$ cat src/rtl/rvc_fetch_aligner.sv
// Fetch aligner: halfword queue that realigns 16/32-bit RISC-V instructions.
// Ports: fetch beat in (valid/ready), one instruction out per cycle (valid/ready),
// flush redirect, hw_count_o occupancy. Define ALIGNER_EXPAND_EN to expand RVC.
module rvc_fetch_aligner #(
  parameter int FETCH_HW = 2,
  parameter int DEPTH_HW = 8,
  parameter int PC_W     = 32
) (
  input  logic                        clk,
  input  logic                        rst_n,
  input  logic                        flush_i,
  input  logic [PC_W-1:0]             flush_pc_i,
  input  logic                        fetch_valid_i,
  output logic                        fetch_ready_o,
  input  logic [16*FETCH_HW-1:0]      fetch_data_i,
  input  logic [PC_W-1:0]             fetch_pc_i,
  output logic                        inst_valid_o,
  input  logic                        inst_ready_i,
  output logic [31:0]                 inst_o,
  output logic [PC_W-1:0]             inst_pc_o,
  output logic                        inst_comp_o,
  output logic                        inst_illegal_o,
  output logic [$clog2(DEPTH_HW):0]   hw_count_o
);

  localparam int PW = $clog2(DEPTH_HW);
  localparam int CW = PW + 1;
  localparam int SW = $clog2(FETCH_HW);
  localparam logic [31:0] NOP = 32'h0000_0013;

  logic [15:0]   hw_q [DEPTH_HW];
  logic [PC_W-1:0] pc_q [DEPTH_HW];

  logic [PW-1:0] rd_ptr_q, rd_ptr_d;
  logic [PW-1:0] wr_ptr_q, wr_ptr_d;
  logic [CW-1:0] count_q, count_d;
  logic [SW-1:0] skip_q, skip_d;

  logic [15:0] h0, h1;
  logic        is32, push, pop;
  logic [CW-1:0] pushed, popped;
  logic        unused_pc;

  assign unused_pc = ^{flush_pc_i[PC_W-1:SW+1], flush_pc_i[0]};

  assign h0   = hw_q[rd_ptr_q];
  assign h1   = hw_q[rd_ptr_q + PW'(1)];
  assign is32 = (h0[1:0] == 2'b11);

  assign fetch_ready_o = rst_n & (count_q <= CW'(DEPTH_HW - FETCH_HW));
  assign inst_valid_o  = rst_n & ~flush_i &
                         (is32 ? (count_q >= CW'(2)) : (count_q != '0));
  assign hw_count_o    = count_q;

  assign push   = fetch_valid_i & fetch_ready_o & ~flush_i;
  assign pop    = inst_valid_o & inst_ready_i;
  assign pushed = CW'(FETCH_HW) - CW'(skip_q);
  assign popped = is32 ? CW'(2) : CW'(1);

`ifdef ALIGNER_EXPAND_EN
  // Returns {illegal, inst}; illegal encodings yield the NOP pattern.
  function automatic logic [32:0] expand(input logic [15:0] c);
    logic [31:0] i;
    logic        ill;
    logic [4:0]  rd, rs2, rdp, rsp;
    logic [11:0] jo;
    logic [8:0]  bo;
    logic [2:0]  f3;
    rd  = c[11:7];
    rs2 = c[6:2];
    rdp = {2'b01, c[4:2]};
    rsp = {2'b01, c[9:7]};
    jo  = {c[12], c[8], c[10:9], c[6], c[7], c[2], c[11], c[5:3], 1'b0};
    bo  = {c[12], c[6:5], c[2], c[11:10], c[4:3], 1'b0};
    i   = NOP;
    ill = 1'b0;
    f3  = 3'b000;
    unique case ({c[15:13], c[1:0]})
      5'b000_00: begin
        if (c[12:5] == '0) ill = 1'b1;
        else i = {2'b0, c[10:7], c[12:11], c[5], c[6], 2'b00,
                  5'd2, 3'b000, rdp, 7'h13};
      end
      5'b010_00: i = {5'b0, c[5], c[12:10], c[6], 2'b00,
                      rsp, 3'b010, rdp, 7'h03};
      5'b110_00: i = {5'b0, c[5], c[12], rdp, rsp, 3'b010,
                      c[11:10], c[6], 2'b00, 7'h23};
      5'b000_01: i = {{7{c[12]}}, c[6:2], rd, 3'b000, rd, 7'h13};
      5'b001_01: i = {jo[11], jo[10:1], jo[11], {8{jo[11]}},
                      5'd1, 7'h6f};
      5'b010_01: i = {{7{c[12]}}, c[6:2], 5'd0, 3'b000, rd, 7'h13};
      5'b011_01: begin
        if ({c[12], c[6:2]} == '0) ill = 1'b1;
        else if (rd == 5'd2)
          i = {{3{c[12]}}, c[4:3], c[5], c[2], c[6], 4'b0,
               5'd2, 3'b000, 5'd2, 7'h13};
        else
          i = {{15{c[12]}}, c[6:2], rd, 7'h37};
      end
      5'b100_01: begin
        unique case (c[11:10])
          2'b00: if (c[12]) ill = 1'b1;
                 else i = {7'h00, c[6:2], rsp, 3'b101, rsp, 7'h13};
          2'b01: if (c[12]) ill = 1'b1;
                 else i = {7'h20, c[6:2], rsp, 3'b101, rsp, 7'h13};
          2'b10: i = {{7{c[12]}}, c[6:2], rsp, 3'b111, rsp, 7'h13};
          default: begin
            unique case (c[6:5])
              2'b00:   f3 = 3'b000;
              2'b01:   f3 = 3'b100;
              2'b10:   f3 = 3'b110;
              default: f3 = 3'b111;
            endcase
            if (c[12]) ill = 1'b1;
            else i = {(c[6:5] == 2'b00) ? 7'h20 : 7'h00,
                      rdp, rsp, f3, rsp, 7'h33};
          end
        endcase
      end
      5'b101_01: i = {jo[11], jo[10:1], jo[11], {8{jo[11]}},
                      5'd0, 7'h6f};
      5'b110_01, 5'b111_01:
        i = {bo[8], {3{bo[8]}}, bo[7:5], 5'd0, rsp,
             {2'b00, c[13]}, bo[4:1], bo[8], 7'h63};
      5'b000_10: begin
        if (c[12]) ill = 1'b1;
        else i = {7'h00, c[6:2], rd, 3'b001, rd, 7'h13};
      end
      5'b010_10: begin
        if (rd == '0) ill = 1'b1;
        else i = {4'b0, c[3:2], c[12], c[6:4], 2'b00,
                  5'd2, 3'b010, rd, 7'h03};
      end
      5'b100_10: begin
        if (!c[12]) begin
          if (rs2 != '0) i = {7'h00, rs2, 5'd0, 3'b000, rd, 7'h33};
          else if (rd == '0) ill = 1'b1;
          else i = {12'h0, rd, 3'b000, 5'd0, 7'h67};
        end else begin
          if (rs2 != '0) i = {7'h00, rs2, rd, 3'b000, rd, 7'h33};
          else if (rd == '0) i = 32'h0010_0073;
          else i = {12'h0, rd, 3'b000, 5'd1, 7'h67};
        end
      end
      5'b110_10: i = {4'b0, c[8:7], c[12], rs2, 5'd2, 3'b010,
                      c[11:9], 2'b00, 7'h23};
      default: ill = 1'b1;
    endcase
    return {ill, i};
  endfunction
`endif

  always_comb begin
    inst_o         = NOP;
    inst_pc_o      = '0;
    inst_comp_o    = 1'b0;
    inst_illegal_o = 1'b0;
    if (rst_n) begin
      inst_pc_o = pc_q[rd_ptr_q];
      if (is32) begin
        inst_o = {h1, h0};
      end else begin
        inst_comp_o = 1'b1;
`ifdef ALIGNER_EXPAND_EN
        {inst_illegal_o, inst_o} = expand(h0);
        if (h0 == '0) begin
          inst_o         = '0;
          inst_illegal_o = 1'b1;
        end
`else
        inst_o         = {16'h0, h0};
        inst_illegal_o = (h0 == '0);
`endif
      end
    end
  end

  always_comb begin
    rd_ptr_d = rd_ptr_q;
    wr_ptr_d = wr_ptr_q;
    count_d  = count_q;
    skip_d   = skip_q;
    if (flush_i) begin
      rd_ptr_d = '0;
      wr_ptr_d = '0;
      count_d  = '0;
      skip_d   = flush_pc_i[SW:1];
    end else begin
      if (push) begin
        wr_ptr_d = wr_ptr_q + PW'(FETCH_HW) - PW'(skip_q);
        skip_d   = '0;
      end
      if (pop) rd_ptr_d = rd_ptr_q + PW'(popped);
      count_d = count_q + (push ? pushed : '0) - (pop ? popped : '0);
    end
  end

  always_ff @(posedge clk) begin
    if (!rst_n) begin
      rd_ptr_q <= '0;
      wr_ptr_q <= '0;
      count_q  <= '0;
      skip_q   <= '0;
    end else begin
      rd_ptr_q <= rd_ptr_d;
      wr_ptr_q <= wr_ptr_d;
      count_q  <= count_d;
      skip_q   <= skip_d;
    end
  end

  // Halfwords below the entry offset of a redirect are not written.
  always_ff @(posedge clk) begin
    for (int k = 0; k < FETCH_HW; k++) begin
      if (push && k >= int'(skip_q)) begin
        hw_q[wr_ptr_q + PW'(k) - PW'(skip_q)] <= fetch_data_i[16*k +: 16];
        pc_q[wr_ptr_q + PW'(k) - PW'(skip_q)] <= fetch_pc_i + PC_W'(2*k);
      end
    end
  end

endmodule
$ cat config.mk
export PLATFORM = sky130hd
export DESIGN_NAME = rvc_fetch_aligner
export DESIGN_NICKNAME = d
export VERILOG_FILES = /design/src/rtl/rvc_fetch_aligner.sv
export SDC_FILE = /design/constraint.sdc
export NUM_CORES = 1
export LEC_CHECK = 0
export BUFFER_PORTS_ARGS = -buffer_cell sky130_fd_sc_hd__buf_2
export CAP_MARGIN = 20
export CORE_UTILIZATION = 65
export CTS_BUF_LIST = sky130_fd_sc_hd__clkbuf_8
export CTS_CLUSTER_DIAMETER = 100
export CTS_CLUSTER_SIZE = 10
export DETAILED_ROUTE_END_ITERATION = 10
export PLACE_DENSITY = 0.85
export SLEW_MARGIN = 20
export SYNTH_ARGS = -nofsm -noshare
export SYNTH_HDL_FRONTEND = slang
export SYNTH_SLANG_ARGS = --single-unit
$ cat constraint.sdc
create_clock -name clk -period 17.6 [get_ports clk]
set_clock_uncertainty 0.05 [all_clocks]
set_input_delay 3.52 -clock clk [delete_from_list [all_inputs] [get_ports clk]]
set_output_delay 3.52 -clock clk [all_outputs]
set_load 0.01 [all_outputs]
==> summary by stage <==
Status
The flow ran to the end, and the final reports show no timing, DRC or antenna violations.

Drt
The total detailed-routing wirelength is 59900 µm. The pre-antenna-repair detailed-routing pass consisted of 6 iterations. In this run the remaining antenna-violating nets after routing total 0. The wire length per cell is 24.7 µm. In this run, the number of DRC markers left after iteration 0 of detailed routing was 1978. For this run, design rule violations remaining after detail routing come to 0.

After detailed routing, the number of vias per cell comes to 6.46. The total number of vias is 15667.

Critical path
The worst setup path is of the in -> out kind. STA classifies the critical path endpoint as an output port. STA classifies the critical path startpoint as an input port.

The worst reg-to-reg setup slack is 13840 ps. At the worst endpoint, the arrival time is 5010 ps. In this run the worst path has a maximum fanout of 16. For the worst setup path, the data required time is 14030 ps.

STA
Setup repair after global routing left no endpoint under its margin. The count of final max-slew check failures is 0. In this run the tightest slew margin relative to its limit is 28.5%.

Of the available clock period, the critical path in the final layout requires 48.8%. Setup total negative slack on the finished layout was measured at 0 ps. The final hold violation count is 0. The count of endpoints failing setup in the final report is 0. The minimum clock period is 8580 ps. The actual transition at the worst max-transition pin is 1060 ps. The maximum frequency from static timing analysis is 117 MHz.

CTS
Clock-pin slew was measured on the worst setup and hold paths at 70 ps. CTS placed an instance of sky130_fd_sc_hd__clkbuf_8 at the clock tree root. The total of cells resized after clock tree synthesis is 0. The number of buffers on the longest clock path is 3. The number of hold buffers added after cts is 0. The CTS tree is yes. The insertion delay to the later sink of the worst-skew pair is 580 ps. The maximum level of the CTS H-tree is 2. The number of sinks driven by the clock tree is 398. Post-CTS timing repair inserted 0 buffers for setup.

The total CTS buffers is 45.

Placed design
Routability-driven placement finished with a final weighted congestion of 0.857. The cell total after placement is 2366. The placed instances occupy a cell area of 0.0231 mm². During placement, the flow inserted port buffers numbering 141. The half-perimeter wire length after detailed placement is 33300 µm.

Layout
The signed area change from the synthesized netlist to the final layout is 7.18%. For this run, the share of the core covered by cells in the final layout is 71.0%. The net count of the finished layout is 2084. The number of fill cells is 2265.

The post-route cell area is 0.0238 mm². The number of cells in the finished layout apart from fillers is 2425. In the final layout, the share of cells above drive strength 1 is 18.9%.

Floorplanning
The effective utilization at floorplan is 66.2%. In this run the standard cell core region covers 0.0335 mm². Measured along the y axis, the die boundary spans 187 µm. The row count is 67. During I/O placement, the number of pins put on the boundary was 173.

The die covers 0.0349 mm². The width of the die is 187 µm.

Pwr
The analysis attributes to net switching a power of 0.434 mW. Sequential cells burn 59.0% of the power. The proportion of total power due to net switching is 24.2%. IR analysis of the VDD net gives a maximum drop of 0.0667 mV. In this run the power density over the cells is 75.6 mW/mm². The internal power summed over all cells is 1.36 mW. The fraction of power consumed by the clock network is 30.5%.

For this design the static power due to leakage is 8.43 nW. The overall power after layout is 1.80 mW. Combinational cells account for 10.5% of the total power.

Global route
The first global-routing pass estimated 91100 µm of wire. The maximum number of pins on one net before global-route repair is 51. The overflow left after global routing is 0. The via count of the first global-routing pass is 15905.

The initial antenna violation count is 4. In the global route stage, overall resource usage came out at 34.8%.

Flow run
The reported max-cap violation count is 0.

Yosys
The fraction of post-synthesis cell area in the top cell type by area is 51.9%. The count of flip-flops with a built-in enable after synthesis is 384. The synthesized design spends more area on one cell type than any other, namely sky130_fd_sc_hd__edfxtp_1. The dominant synthesized flop cell is sky130_fd_sc_hd__edfxtp_1.

The Yosys step of the flow raised 0 warnings. In this run, synthesis produced a sequential element count of 398. The post-synthesis instance area is 0.0222 mm². The average footprint of a synthesized cell is 11.6 µm².

The gate count after technology mapping is 1914. Yosys mapped the design onto 48 distinct sky130hd cell types. Summing the sequential cell areas from Yosys gives 53.2% of the chip area. The post-synthesis net count is 2033. In the post-synthesis netlist, the biggest area contributors are sky130_fd_sc_hd__edfxtp_1 52%, sky130_fd_sc_hd__mux4_2 12%, sky130_fd_sc_hd__nand2_1 9.4%, sky130_fd_sc_hd__xor2_1 5.5%, sky130_fd_sc_hd__xnor2_1 4.3%. The fraction of registers with async set or reset after synthesis is 0%.

Min path
The worst hold path belongs to the class reg -> reg.
power by group through the flow:
| stage | sequential (mW) | combinational, mW | clock, mW |
|---|---|---|---|
| floorplan | 1.08 | 0.135 | 0 |
| global placement | 1.08 | 0.178 | 0 |
| detailed placement | 1.08 | 0.186 | 0 |
| CTS | 1.06 | 0.187 | 0.549 |
| global route | 1.06 | 0.203 | 0.583 |
| finish | 1.06 | 0.189 | 0.548 |
synth_stat cells (all sizes together), types with 2 or more instances:
cell and count:
dfxtp 14, a21oi 21, fa 3, mux2i 50, edfxtp 384, clkbuf 53, nand4 11, nor2 187
and3 4, nor4 6, xnor2 109, nand2b 3, buf 117, or3 8, or4 2, o21ai 12
nand3 16, and2 4, and4 5, xor2 140, nand2 555, mux4 128, inv 20, o2111a 2
o21a 2, or2 2, ha 15, nor3 31
per-layer routing:
layer	wire length (µm)	GRT usage [%]	up-vias	share of wire, %
met1	20400	44.1	7535	34
met4	2710	16.5	2	4.5
met5	16	0	-	0.027
met2	29600	58.8	1185	49
met3	7130	5.87	250	12
li1	-	-	6695	-
through the flow:
stage               worst slack (ps)  hold WS (ps)
detailed placement              9070           447
CTS                             9070           459
floorplan                       9340           420
finish                          9020           466
global placement                9090           433
global route                    8980           493
flip-flops by register name, summed over array words and instances (netlist names), named ones only:
register and count:
pc_q 256, rd_ptr_q 3, hw_q 128, wr_ptr_q 3
skip_q 1, hw_count_o 4
worst max-delay path, stage by stage:
cell and delay [ps]:
sky130_fd_sc_hd__buf_2 250, sky130_fd_sc_hd__nand2_1 570, sky130_fd_sc_hd__a21oi_1 460, sky130_fd_sc_hd__buf_2 200
area by class of cell:
cell class / count / area (µm²) / area share (%)
Sequential cell: 398 / 11800 / 49.7
Inverter: 20 / 75.1 / 0.315
Clock inverter: 9 / 38.8 / 0.163
Tap cell: 448 / 561 / 2.36
Antenna cell: 4 / 10.0 / 0.0421
Multi-Input combinational cell: 1326 / 9700 / 40.8
Clock buffer: 46 / 633 / 2.66
Timing Repair Buffer: 174 / 953 / 4.01
cell families (layout without fill, tap and decap cells):
family	count (synthesis)	in the layout	synth area share, %
DFF	398	398	53.2
and+or+nand+nor	837	837	15.3
adders and majority gates	18	18	1.12
other	0	4	0
AOI/OAI and AO/OA	44	44	1.26
xor gates and xnor gates	249	249	9.82
buffers and inverters	190	249	3.90
muxes	178	178	15.4
worst paths after layout:
| path | end | start | cells after the start |
|---|---|---|---|
| min reg2reg | wr_ptr_q[1] | wr_ptr_q[1] | 2 |
| max | inst_o[20] | rst_n | 4 |
| min | wr_ptr_q[1] | wr_ptr_q[1] | 2 |
| max reg2reg | flip-flop | flip-flop | 9 |
cells in the final DEF (no fill, tap or decap), types with 4 or more instances in the layout:
cell / count
sky130_fd_sc_hd__xor2_1: 139
sky130_fd_sc_hd__nand4_1: 11
sky130_fd_sc_hd__mux4_2: 119
sky130_fd_sc_hd__nand2_1: 555
sky130_fd_sc_hd__and2_1: 4
sky130_fd_sc_hd__and4_1: 5
sky130_fd_sc_hd__ha_1: 15
sky130_fd_sc_hd__inv_1: 25
sky130_fd_sc_hd__nor3_4: 6
sky130_fd_sc_hd__a21oi_1: 21
sky130_fd_sc_hd__nor2_1: 187
sky130_fd_sc_hd__buf_2: 141
sky130_fd_sc_hd__mux4_1: 9
sky130_fd_sc_hd__buf_4: 33
sky130_fd_sc_hd__o21ai_4: 8
sky130_fd_sc_hd__or3_1: 8
sky130_fd_sc_hd__and3_1: 4
sky130_fd_sc_hd__dfxtp_1: 10
sky130_fd_sc_hd__nor3_1: 23
sky130_fd_sc_hd__mux2i_1: 50
sky130_fd_sc_hd__xnor2_1: 108
sky130_fd_sc_hd__clkbuf_8: 46
sky130_fd_sc_hd__diode_2: 4
sky130_fd_sc_hd__nand3_1: 16
sky130_fd_sc_hd__edfxtp_1: 384
No activity file was read; power rests on OpenSTA's default activity.
